--- src/rtl/doodle_pkg.sv ---
// doodle_pkg: shared types and constants for the Doodle physics block.
//   KEY_*         : keyboard keycodes for left / right / jump
//   phys_state_t  : motion state machine encoding
//   coord_t       : 10-bit screen coordinate
//   speed_t       : signed 8-bit vertical speed (negative = upward)
package doodle_pkg;

    localparam logic [7:0] KEY_LEFT  = 8'h04;
    localparam logic [7:0] KEY_RIGHT = 8'h07;
    localparam logic [7:0] KEY_JUMP  = 8'h2C;

    typedef enum logic [1:0] {
        RUN     = 2'd0,
        RESPAWN = 2'd1,
        DEAD    = 2'd2
    } phys_state_t;

    typedef logic [9:0]        coord_t;
    typedef logic signed [7:0] speed_t;

endpackage

--- src/rtl/doodle_physics_plat_hit_detect.sv ---
// plat_hit_detect: combinational landing test of the Doodle against N_PLAT
// platform slots, lowest matching slot wins.
//   x_new      : Doodle X after this frame's horizontal move
//   y          : Doodle Y before this frame's vertical move
//   v          : vertical speed before this frame's update
//   plat_*     : per-slot platform position / valid / spring enable
//   hit        : some slot matched
//   idx        : lowest matching slot
//   spring     : that slot's spring zone was touched
module plat_hit_detect
    import doodle_pkg::*;
#(
    parameter int N_PLAT   = 8,
    parameter int PLAT_W   = 60,
    parameter int SPRING_W = 5,
    parameter int SIZE     = 32,
    parameter int IDX_W    = 3
) (
    input  coord_t                   x_new,
    input  coord_t                   y,
    input  speed_t                   v,
    input  logic [N_PLAT-1:0][9:0]   plat_x,
    input  logic [N_PLAT-1:0][9:0]   plat_y,
    input  logic [N_PLAT-1:0]        plat_valid,
    input  logic [N_PLAT-1:0]        spring_en,
    output logic                     hit,
    output logic [IDX_W-1:0]         idx,
    output logic                     spring
);

    logic              v_pos;
    logic [11:0]       xn;
    logic [11:0]       yb;
    logic [11:0]       vu;
    logic [N_PLAT-1:0] match;
    logic [N_PLAT-1:0] spr;

    // Only falling sprites land; once v is known positive it can be
    // zero-extended and all comparisons stay unsigned.
    assign v_pos = (v > speed_t'(0));
    assign xn    = {2'b00, x_new};
    assign yb    = {2'b00, y} + 12'(SIZE);
    assign vu    = {4'b0000, v};

    for (genvar i = 0; i < N_PLAT; i++) begin : g_slot
        logic [11:0] px;
        logic [11:0] py;
        assign px       = {2'b00, plat_x[i]};
        assign py       = {2'b00, plat_y[i]};
        assign match[i] = plat_valid[i] && v_pos
                          && (xn < px + 12'(PLAT_W))
                          && (xn + 12'(SIZE) > px)
                          && (yb <= py)
                          && (yb + vu >= py);
        assign spr[i]   = spring_en[i]
                          && (xn + 12'(SIZE) > px + 12'(PLAT_W - SPRING_W));
    end

    // Scan from the top so the lowest matching slot is written last.
    always_comb begin
        hit    = 1'b0;
        idx    = '0;
        spring = 1'b0;
        for (int i = N_PLAT - 1; i >= 0; i--) begin
            if (match[i]) begin
                hit    = 1'b1;
                idx    = IDX_W'(i);
                spring = spr[i];
            end
        end
    end

endmodule

--- src/rtl/doodle_physics.sv ---
// doodle_physics: per-frame Doodle kinematics (horizontal wrap, gravity,
// jump with cooldown), platform/spring landing, fall-out respawn, health.
//   Clk, Reset          : clock, synchronous active-high reset
//   frame_tick, run     : state advances only when both are high
//   keycode             : left / right / jump key
//   plat_x/y/valid, spring_en : platform slots from the generator
//   doodle_x/y, y_speed : sprite position and vertical speed
//   health, dead        : remaining lives, health exhausted
//   land_pulse/idx/spring : one-cycle landing event and its details
module doodle_physics
    import doodle_pkg::*;
#(
    parameter int N_PLAT      = 8,
    parameter int PLAT_W      = 60,
    parameter int SPRING_W    = 5,
    parameter int SIZE        = 32,
    parameter int X_MIN       = 140,
    parameter int X_MAX       = 499,
    parameter int Y_TOP       = 11,
    parameter int Y_MAX       = 478,
    parameter int X_STEP      = 3,
    parameter int GRAVITY     = 1,
    parameter int V_TERM      = 4,
    parameter int V_JUMP      = -6,
    parameter int V_BOUNCE    = -12,
    parameter int V_SPRING    = -18,
    parameter int JUMP_CD     = 18,
    parameter int HEALTH_INIT = 10,
    parameter int START_X     = 304,
    parameter int START_Y     = 320,
    parameter int IDX_W       = (N_PLAT > 1) ? $clog2(N_PLAT) : 1
) (
    input  logic                   Clk,
    input  logic                   Reset,
    input  logic                   frame_tick,
    input  logic                   run,
    input  logic [7:0]             keycode,
    input  logic [N_PLAT-1:0][9:0] plat_x,
    input  logic [N_PLAT-1:0][9:0] plat_y,
    input  logic [N_PLAT-1:0]      plat_valid,
    input  logic [N_PLAT-1:0]      spring_en,
    output coord_t                 doodle_x,
    output coord_t                 doodle_y,
    output speed_t                 y_speed,
    output logic [3:0]             health,
    output logic                   land_pulse,
    output logic [IDX_W-1:0]       land_idx,
    output logic                   land_spring,
    output logic                   dead
);

    localparam int CD_W = $clog2(JUMP_CD + 1);
    localparam logic signed [10:0] X_HI = 11'(X_MAX - SIZE);
    localparam logic signed [10:0] X_LO = 11'(X_MIN);
    localparam logic signed [11:0] Y_LO = 12'(Y_TOP);

    phys_state_t      state_q, state_d;
    coord_t           x_q, x_d, y_q, y_d;
    speed_t           v_q, v_d;
    logic [3:0]       health_q, health_d;
    logic [CD_W-1:0]  cd_q, cd_d;
    logic             land_pulse_q, land_pulse_d;
    logic [IDX_W-1:0] land_idx_q, land_idx_d;
    logic             land_spring_q, land_spring_d;

    logic signed [10:0] vx, x_sum;
    logic signed [11:0] y_sum;
    coord_t             x_new, y_new;
    logic               fall_out;
    logic               hit, hit_spring;
    logic [IDX_W-1:0]   hit_idx;

    // Candidate motion for this frame, evaluated in signed widths wide
    // enough that a left step from X_MIN or an upward step near Y_TOP
    // cannot wrap through zero.
    always_comb begin
        vx = '0;
        if (keycode == KEY_LEFT)       vx = -11'(X_STEP);
        else if (keycode == KEY_RIGHT) vx = 11'(X_STEP);
        x_sum = $signed({1'b0, x_q}) + vx;
        if (x_sum > X_HI)      x_new = coord_t'(X_MAX - SIZE) == 0 ? '0 : coord_t'(X_MIN);
        else if (x_sum < X_LO) x_new = coord_t'(X_MAX - SIZE);
        else                   x_new = x_sum[9:0];
        y_sum = $signed({2'b00, y_q}) + 12'(v_q);
        y_new = (y_sum < Y_LO) ? coord_t'(Y_TOP) : y_sum[9:0];
    end

    assign fall_out = (y_q > coord_t'(Y_MAX - SIZE));

    plat_hit_detect #(
        .N_PLAT   (N_PLAT),
        .PLAT_W   (PLAT_W),
        .SPRING_W (SPRING_W),
        .SIZE     (SIZE),
        .IDX_W    (IDX_W)
    ) u_hit (
        .x_new      (x_new),
        .y          (y_q),
        .v          (v_q),
        .plat_x     (plat_x),
        .plat_y     (plat_y),
        .plat_valid (plat_valid),
        .spring_en  (spring_en),
        .hit        (hit),
        .idx        (hit_idx),
        .spring     (hit_spring)
    );

    always_comb begin
        state_d       = state_q;
        x_d           = x_q;
        y_d           = y_q;
        v_d           = v_q;
        health_d      = health_q;
        cd_d          = cd_q;
        land_pulse_d  = 1'b0;
        land_idx_d    = land_idx_q;
        land_spring_d = land_spring_q;
        if (frame_tick && run) begin
            unique case (state_q)
                RUN: begin
                    if (fall_out) begin
                        // Position is left where it fell; RESPAWN relocates it.
                        health_d = (health_q == 4'd0) ? 4'd0 : health_q - 4'd1;
                        state_d  = (health_d == 4'd0) ? DEAD : RESPAWN;
                    end else begin
                        x_d = x_new;
                        y_d = y_new;
                        if (keycode == KEY_JUMP && cd_q == '0) begin
                            v_d  = speed_t'(V_JUMP);
                            cd_d = CD_W'(JUMP_CD);
                        end else if (cd_q != '0) begin
                            cd_d = cd_q - CD_W'(1);
                        end
                        if (v_d < speed_t'(V_TERM)) v_d = v_d + speed_t'(GRAVITY);
                        // A landing overrides both the jump and gravity.
                        if (hit) begin
                            v_d           = hit_spring ? speed_t'(V_SPRING) : speed_t'(V_BOUNCE);
                            cd_d          = CD_W'(1);
                            land_pulse_d  = 1'b1;
                            land_idx_d    = hit_idx;
                            land_spring_d = hit_spring;
                        end
                    end
                end
                RESPAWN: begin
                    x_d     = coord_t'(START_X);
                    y_d     = coord_t'(Y_TOP);
                    v_d     = '0;
                    state_d = RUN;
                end
                DEAD: ;
                default: state_d = RUN;
            endcase
        end
    end

    always_ff @(posedge Clk) begin
        if (Reset) begin
            state_q       <= RUN;
            x_q           <= coord_t'(START_X);
            y_q           <= coord_t'(START_Y);
            v_q           <= speed_t'(V_JUMP);
            health_q      <= 4'(HEALTH_INIT);
            cd_q          <= '0;
            land_pulse_q  <= 1'b0;
            land_idx_q    <= '0;
            land_spring_q <= 1'b0;
        end else begin
            state_q       <= state_d;
            x_q           <= x_d;
            y_q           <= y_d;
            v_q           <= v_d;
            health_q      <= health_d;
            cd_q          <= cd_d;
            land_pulse_q  <= land_pulse_d;
            land_idx_q    <= land_idx_d;
            land_spring_q <= land_spring_d;
        end
    end

    assign doodle_x    = x_q;
    assign doodle_y    = y_q;
    assign y_speed     = v_q;
    assign health      = health_q;
    assign land_pulse  = land_pulse_q;
    assign land_idx    = land_idx_q;
    assign land_spring = land_spring_q;
    assign dead        = (state_q == DEAD);

endmodule

--- config.mk ---
export PLATFORM = sky130hd
export DESIGN_NAME = doodle_physics
export DESIGN_NICKNAME = d
export VERILOG_FILES = /design/src/rtl/doodle_pkg.sv /design/src/rtl/doodle_physics_plat_hit_detect.sv /design/src/rtl/doodle_physics.sv
export SDC_FILE = /design/constraint.sdc
export NUM_CORES = 1
export LEC_CHECK = 0
export ABC_AREA = 1
export BUFFER_PORTS_ARGS = -buffer_cell sky130_fd_sc_hd__buf_2
export CAP_MARGIN = 20
export CORE_MARGIN = 2
export CORE_UTILIZATION = 61
export CTS_BUF_LIST = sky130_fd_sc_hd__clkbuf_2
export CTS_CLUSTER_SIZE = 8
export DETAILED_ROUTE_END_ITERATION = 8
export PLACE_DENSITY = 0.85
export SYNTH_ARGS = -nofsm -noshare
export SYNTH_HDL_FRONTEND = slang
export SYNTH_SLANG_ARGS = --single-unit
export TNS_END_PERCENT = 100
--- constraint.sdc ---
create_clock -name Clk -period 10.4 [get_ports Clk]
set_clock_uncertainty 0.1 [all_clocks]
set_input_delay 2.08 -clock Clk [delete_from_list [all_inputs] [get_ports Clk]]
set_output_delay 2.08 -clock Clk [all_outputs]
set_load 0.01 [all_outputs]
### Yosys cells after proc, flatten, opt, wreduce, memory -nomap -nowiden

Index checks and enable logic that the tools add are counted.

* bits in registers: 44
* output and inout bits: 38
* input port bits: 188

* order comparisons: 46
* bitwise gates (word level): 4
* eq/ne operators: 7
* add/subtract/negate cells: 24
* reduce and logical (&&, ||, !) cells: 63
* muxes and demuxes: 50

Operators with widths (count)
* $add 10x6->11 const B: 18
* $ge 12x10->1: 8
* $gt 12x10->1: 8
* $gt 12x12->1: 8
* $le 12x10->1: 8
* $lt 10x12->1: 8
* $mux 8: 7
* $logic_and 1x1->1: 50
* $mux 10: 5
* $pmux 10 s2: 2
* $add 11x8->12: 2
* $mux 3: 8
* $mux 5: 4
* $mux 1: 17
* $eq 8x3->1 const B: 2
* $pmux 8 s2: 1
* $lt 12x5->1 const B: 1
* $add 11x11->11: 1
* $gt 11x10->1 const B: 1
* $lt 11x9->1 const B: 1
* $mux 11: 1
* $gt 10x9->1 const B: 1
* $reduce_and 3->1: 3
* $add 8x2->8 const B: 1
* 20 further kinds: 28

### Depth between registers and ports, before layout

* word-level depth: 24
* depth in mapped cells: 48
* depth with buffers taken out: 48

### Hierarchy

A second synthesis with hierarchy kept.

* cells, all modules: 2403
* area total of the unflattened synthesis: 15959.1 µm²

Modules (own cells, without submodules)
* plat_hit_detect: area each 12448.2 µm², cells each 1854, seq. area each 0.0 µm², instances 1
* doodle_physics: area each 3510.9 µm², cells each 549, seq. area each 880.8 µm², instances 1

### Worst setup path before layout

Ideal clock, no wire load.

* path kind: input-to-reg
* from: in keycode[4]
* to: reg land_idx_q[1] (netlist: land_idx[1])
* path slack: 2.540 ns
* data arrival time: 7.633 ns
* data required time: 10.172 ns
* path buffers: 1
* stages on the path: 39
* cell sequence: nor2_1 nand2_2 nor4_1 inv_1 nand2_1 ha_1 inv_1 fa_1 inv_1 nand3_1 nand2_1 nand2_1 inv_2 nand2_1 nand2_1 nand2_1 nand2_1 nor2_2 [... 3 more ...] ha_1 a21oi_1 o21ai_0 nand3_1 a21oi_1 a211oi_1 nor2_1 a211oi_1 nor4_1 nand2_1 nand2_2 nor2_4 nand2_2 nand2_2 buf_6 inv_2 o21ai_1 nor2_1

* longest elaborated chain between the ends: 21
* elaborated cells on any way between the ends: 75
* those cells by class: add/sub: 2; order compare: 18; eq/ne: 2; mux: 20; reduce/logical: 33

RTL lines
* start: declaration: line doodle_physics.sv:37 `input logic [7:0] keycode,`
* $eq 8x3->1: line doodle_physics.sv:79 `else if (keycode == KEY_RIGHT) vx = 11'(X_STEP);`
* $mux 2: line doodle_physics.sv:79
* $mux 11 *: line doodle_physics.sv:78 `if (keycode == KEY_LEFT) vx = -11'(X_STEP);`
* $add 11x11->11 *: line doodle_physics.sv:80 `x_sum = $signed({1'b0, x_q}) + vx;`
* $lt 11x9->1: line doodle_physics.sv:82 `else if (x_sum < X_LO) x_new = coord_t'(X_MAX - SIZE);`
* $mux 10: line doodle_physics.sv:82
* $mux 10 *: line doodle_physics.sv:81 `if (x_sum > X_HI) x_new = coord_t'(X_MAX - SIZE) == 0 ? '0 : coord_t'(X_MIN);`
* $add 10x6->11 or $lt 10x12->1 (tied branches): line doodle_physics_plat_hit_detect.sv:52, doodle_physics_plat_hit_detect.sv:51
* $gt 12x10->1 or $logic_and 1x1->1 (tied branches): line doodle_physics_plat_hit_detect.sv:52, doodle_physics_plat_hit_detect.sv:51
* $logic_and 1x1->1: line doodle_physics_plat_hit_detect.sv:52 `&& (xn + 12'(SIZE) > px)`
* $logic_and 1x1->1: line doodle_physics_plat_hit_detect.sv:53 `&& (yb <= py)`
* $logic_and 1x1->1: line doodle_physics_plat_hit_detect.sv:54 `&& (yb + vu >= py);`
* $mux 1 (8 in series): line doodle_physics_plat_hit_detect.sv:65 `if (match[i]) begin`
* $reduce_and 4->1 (no source line)
* end signal: assignment: line doodle_physics.sv:177 `land_idx_q <= land_idx_d;`
* end: declaration: line doodle_physics.sv:63 `logic [IDX_W-1:0] land_idx_q, land_idx_d;`

Mark *: on every way between the ends. The rest lies on a longest branch, timed or not.
A chain may end at the register's enable or synchronous reset.

### Final worst setup path

* from: in keycode[5]
* to: reg cd_q[4]

* longest elaborated chain between the ends: 22
* elaborated cells on any way between the ends: 72
* those cells by class: add/sub: 2; order compare: 18; eq/ne: 3; mux: 14; reduce/logical: 35

RTL lines
* $eq 8x3->1: line doodle_physics.sv:79
* $mux 2: line doodle_physics.sv:79
* $mux 11: line doodle_physics.sv:78
* $add 11x11->11: line doodle_physics.sv:80
* $lt 11x9->1: line doodle_physics.sv:82
* $mux 10: line doodle_physics.sv:82
* $mux 10: line doodle_physics.sv:81
* $add 10x6->11 or $lt 10x12->1 (tied branches): line doodle_physics_plat_hit_detect.sv:52, doodle_physics_plat_hit_detect.sv:51
* $gt 12x10->1 or $logic_and 1x1->1 (tied branches): line doodle_physics_plat_hit_detect.sv:52, doodle_physics_plat_hit_detect.sv:51
* $logic_and 1x1->1: line doodle_physics_plat_hit_detect.sv:52
* $logic_and 1x1->1: line doodle_physics_plat_hit_detect.sv:53
* $logic_and 1x1->1: line doodle_physics_plat_hit_detect.sv:54
* $mux 1 (8 in series): line doodle_physics_plat_hit_detect.sv:65
* $reduce_bool 3->1 (no source line)
* $reduce_and 4->1 (no source line)
* end signal: assignment: line doodle_physics.sv:165 `cd_q <= '0;`
* end signal: assignment: line doodle_physics.sv:175 `cd_q <= cd_d;`
* end: declaration: line doodle_physics.sv:61 `logic [CD_W-1:0] cd_q, cd_d;`

Several ways; a longest one is shown, not always the timed one.

==> flow_summary.json <==
{
  "drive_gt1_share_pct": 11.7,
  "drt-total-wl_mm": 44.8,
  "cts_setup_buffers": 0,
  "fin_cells": 2771,
  "syn_area_sq_um": 14800,
  "grt_max_degree": 35,
  "core_region_area_sq_um": 23600,
  "cpPeakStageDelay_ns": 0.45,
  "synth_area_per_cell_sq_um": 6.71,
  "cts.sinks": 44,
  "rows": 56,
  "timing.fmax_mhz": 116,
  "critPathLaunch": "keycode[5]",
  "rrSetupSlack_ns": 3.79,
  "vdd_drop_max_v": 0.0000572,
  "grt-ovfl-total": 0,
  "required_ns": 10.60,
  "final_cell_mix": "ha_1, nand2_1, inv_1",
  "final_common_cell": "ha_1",
  "grt_pass1_wl_mm": 72.8,
  "synth.distinct_cells": 55,
  "grt_setup_unrepaired": "false",
  "cp-end-kind": "flip-flop",
  "cp_slowest_cell": "ha_1",
  "layout_worst_path_cycle_share_pct": 82.7,
  "crit_type": "input port to flip-flop",
  "relSlewSlack_pct": 34.4,
  "worst_pin_slew_ns": 0.980,
  "drv_slew": 0,
  "yosys_warnings": 0,
  "critical_path_arrival_ns": 8.80,
  "async_reset_ff_share_pct": 0,
  "first_pass_iters": 6,
  "ys.flop_type": "dfxtp_1",
  "via_per_inst": 5.78,
  "place_inst": 2761,
  "r2r-start": "doodle_x[0]",
  "cts_buffers": 5,
  "pin_count": 226,
  "start_util_pct": 62.7,
  "grt_pass1_vias": 15400,
  "die_area_sq_um": 25500,
  "synth-seq-cells": 44,
  "cts_max_level": 2,
  "synth_edf_count": 0,
  "final_nets": 3072,
  "cts_tree": "done",
  "hold_ws_ns": 0.401,
  "period_needed_ns": 8.60,
  "place_hpwl_mm": 37.5,
  "crit_fanout": 16,
  "r2r_end": "cd_q[4]",
  "gp_congestion": 0.992,
  "cts_hold_buf": 0,
  "drtAntennaViolNets": 0,
  "antenna_found_initial": 1,
  "outcome": "finished, final reports clean",
  "die_h_um": 160,
  "cts_resized": 0,
  "clock_latency_ns": 0.43,
  "num_vias": 16000,
  "cts.clk_slew.worst_paths_ns": 0.24,
  "wl_per_cell_um": 16.2,
  "p_per_area_nw_per_um2": 89.2,
  "synthToLayoutAreaGrowth_pct": 11.4,
  "worstSetupStartpointType": "input port",
  "syn_inst": 2204,
  "port_buffers": 225,
  "setup_viol": 0,
  "reg2reg_depth": 38,
  "clock_path_buffers": 2,
  "cts_root_buffer": "clkbuf_2",
  "track_usage_pct": 34.1,
  "hold_viol": 0,
  "die_w_um": 160,
  "max_cap_viol_count": 0,
  "drt_iter0_markers": 1139,
  "leakage_nw": 9.39,
  "drc": 0,
  "seq_area_frac_synth_pct": 5.95,
  "endpoint": "cd_q[4]",
  "totalNegativeSetupSlack_ns": 0,
  "min-delay-path-class": "flip-flop to flip-flop"
}
layer usage:
layer	up-vias	wire length (um)	part of all wire, %	global-route usage (%)
li1	7952	-	-	-
met1	7205	18900	42	43.6
met2	734	20400	46	59.0
met3	138	3610	8.0	2.86
met4	0	1880	4.2	14.0
met5	-	0	0	0
power by group:
part	internal (mW)	switching, mW	total, mW
combinational	0.443	0.714	1.16
clock	0.0404	0.0592	0.0996
sequential	0.184	0.0293	0.213
total	0.668	0.803	1.47
worst max-delay path: cells and delay by family:
family | cells | cell delay (ns)
simple gates | 24 | 2.94
buf+inv | 9 | 1.50
fa+ha+maj | 4 | 1.24
compound gates | 6 | 0.92
xor+xnor | 1 | 0.12
how the worst min path moves through the flow:
stage	from	to	slack [ns]	cells past startpoint
after floorplan	cd_q[4]	cd_q[4]	0.36	2
after global placement	doodle_x[9]	doodle_x[9]	0.35	2
after detailed placement	doodle_x[9]	doodle_x[9]	0.37	2
after CTS	doodle_x[9]	doodle_x[9]	0.40	2
after global routing	health[0]	health[0]	0.43	2
final	doodle_x[9]	doodle_x[9]	0.40	2
final cells by class:
type	instances	area (sq um)
Antenna cell	2	5.00
Clock buffer	5	25.0
Clock inverter	3	42.5
Fill cell	2128	7130
Inverter	359	1350
Multi-Input combinational cell	1803	12600
Sequential cell	44	881
Tap cell	319	399
Timing Repair Buffer	236	1210
flip-flops by register name (all words and copies together), names as in the netlist:
name and cells:
land_idx 3, doodle_x 10, y_speed 8, land_pulse 1
state_q 2, cd_q 5, health 4, land_spring 1
doodle_y 10
Yosys cell counts, types with 3 or more instances:
cell | number | area [sq um]
a211oi_1 | 14 | 105
a21boi_0 | 18 | 135
a21o_1 | 12 | 90.1
a21oi_1 | 210 | 1050
a221oi_1 | 9 | 78.8
a31oi_1 | 13 | 81.3
buf_6 | 3 | 33.8
clkbuf_1 | 10 | 37.5
dfxtp_1 | 44 | 881
ha_1 | 433 | 5420
inv_1 | 354 | 1330
inv_2 | 4 | 15.0
nand2_1 | 426 | 1600
nand2_2 | 10 | 62.6
nand3_1 | 93 | 465
nand3b_1 | 5 | 37.5
nand4_1 | 34 | 213
nor2_1 | 154 | 578
nor2_2 | 7 | 43.8
nor3_1 | 28 | 140
nor3b_1 | 5 | 37.5
nor4_1 | 14 | 87.6
o2111ai_1 | 4 | 35.0
o211ai_1 | 12 | 90.1
o21a_1 | 5 | 37.5
o21ai_0 | 90 | 450
o21ai_1 | 8 | 40.0
o21bai_1 | 7 | 52.6
o221ai_1 | 9 | 78.8
o311ai_0 | 3 | 26.3
o31ai_1 | 3 | 22.5
o41ai_1 | 7 | 61.3
or2_2 | 7 | 43.8
xnor2_1 | 21 | 184
xor2_1 | 102 | 893
cell families (layout without fill, tap and decap cells):
family          count (synthesis)  after routing  share of synthesized area, %
compound gates                437            437                          17.3
fa+ha+maj                     435            435                          36.9
simple gates                  792            792                          23.0
buf+inv                       372            603                          9.59
flops                          44             44                          5.95
xor+xnor                      123            123                          7.28
other cells                     1             18                        0.0253
through the flow:
step | utilization, % | total power [mW] | setup WS, ns | area, sq um
after floorplan | - | 1.01 | 2.54 | 14900
after global placement | 69.5 | 1.29 | 1.79 | 16400
after detailed placement | 69.5 | 1.34 | 1.51 | 16400
after CTS | 69.8 | 1.45 | 1.93 | 16500
after global routing | 69.8 | 1.64 | 1.17 | 16500
final | 69.8 | 1.47 | 1.80 | 16500
Note: power is estimated with default switching activity, not from simulation.
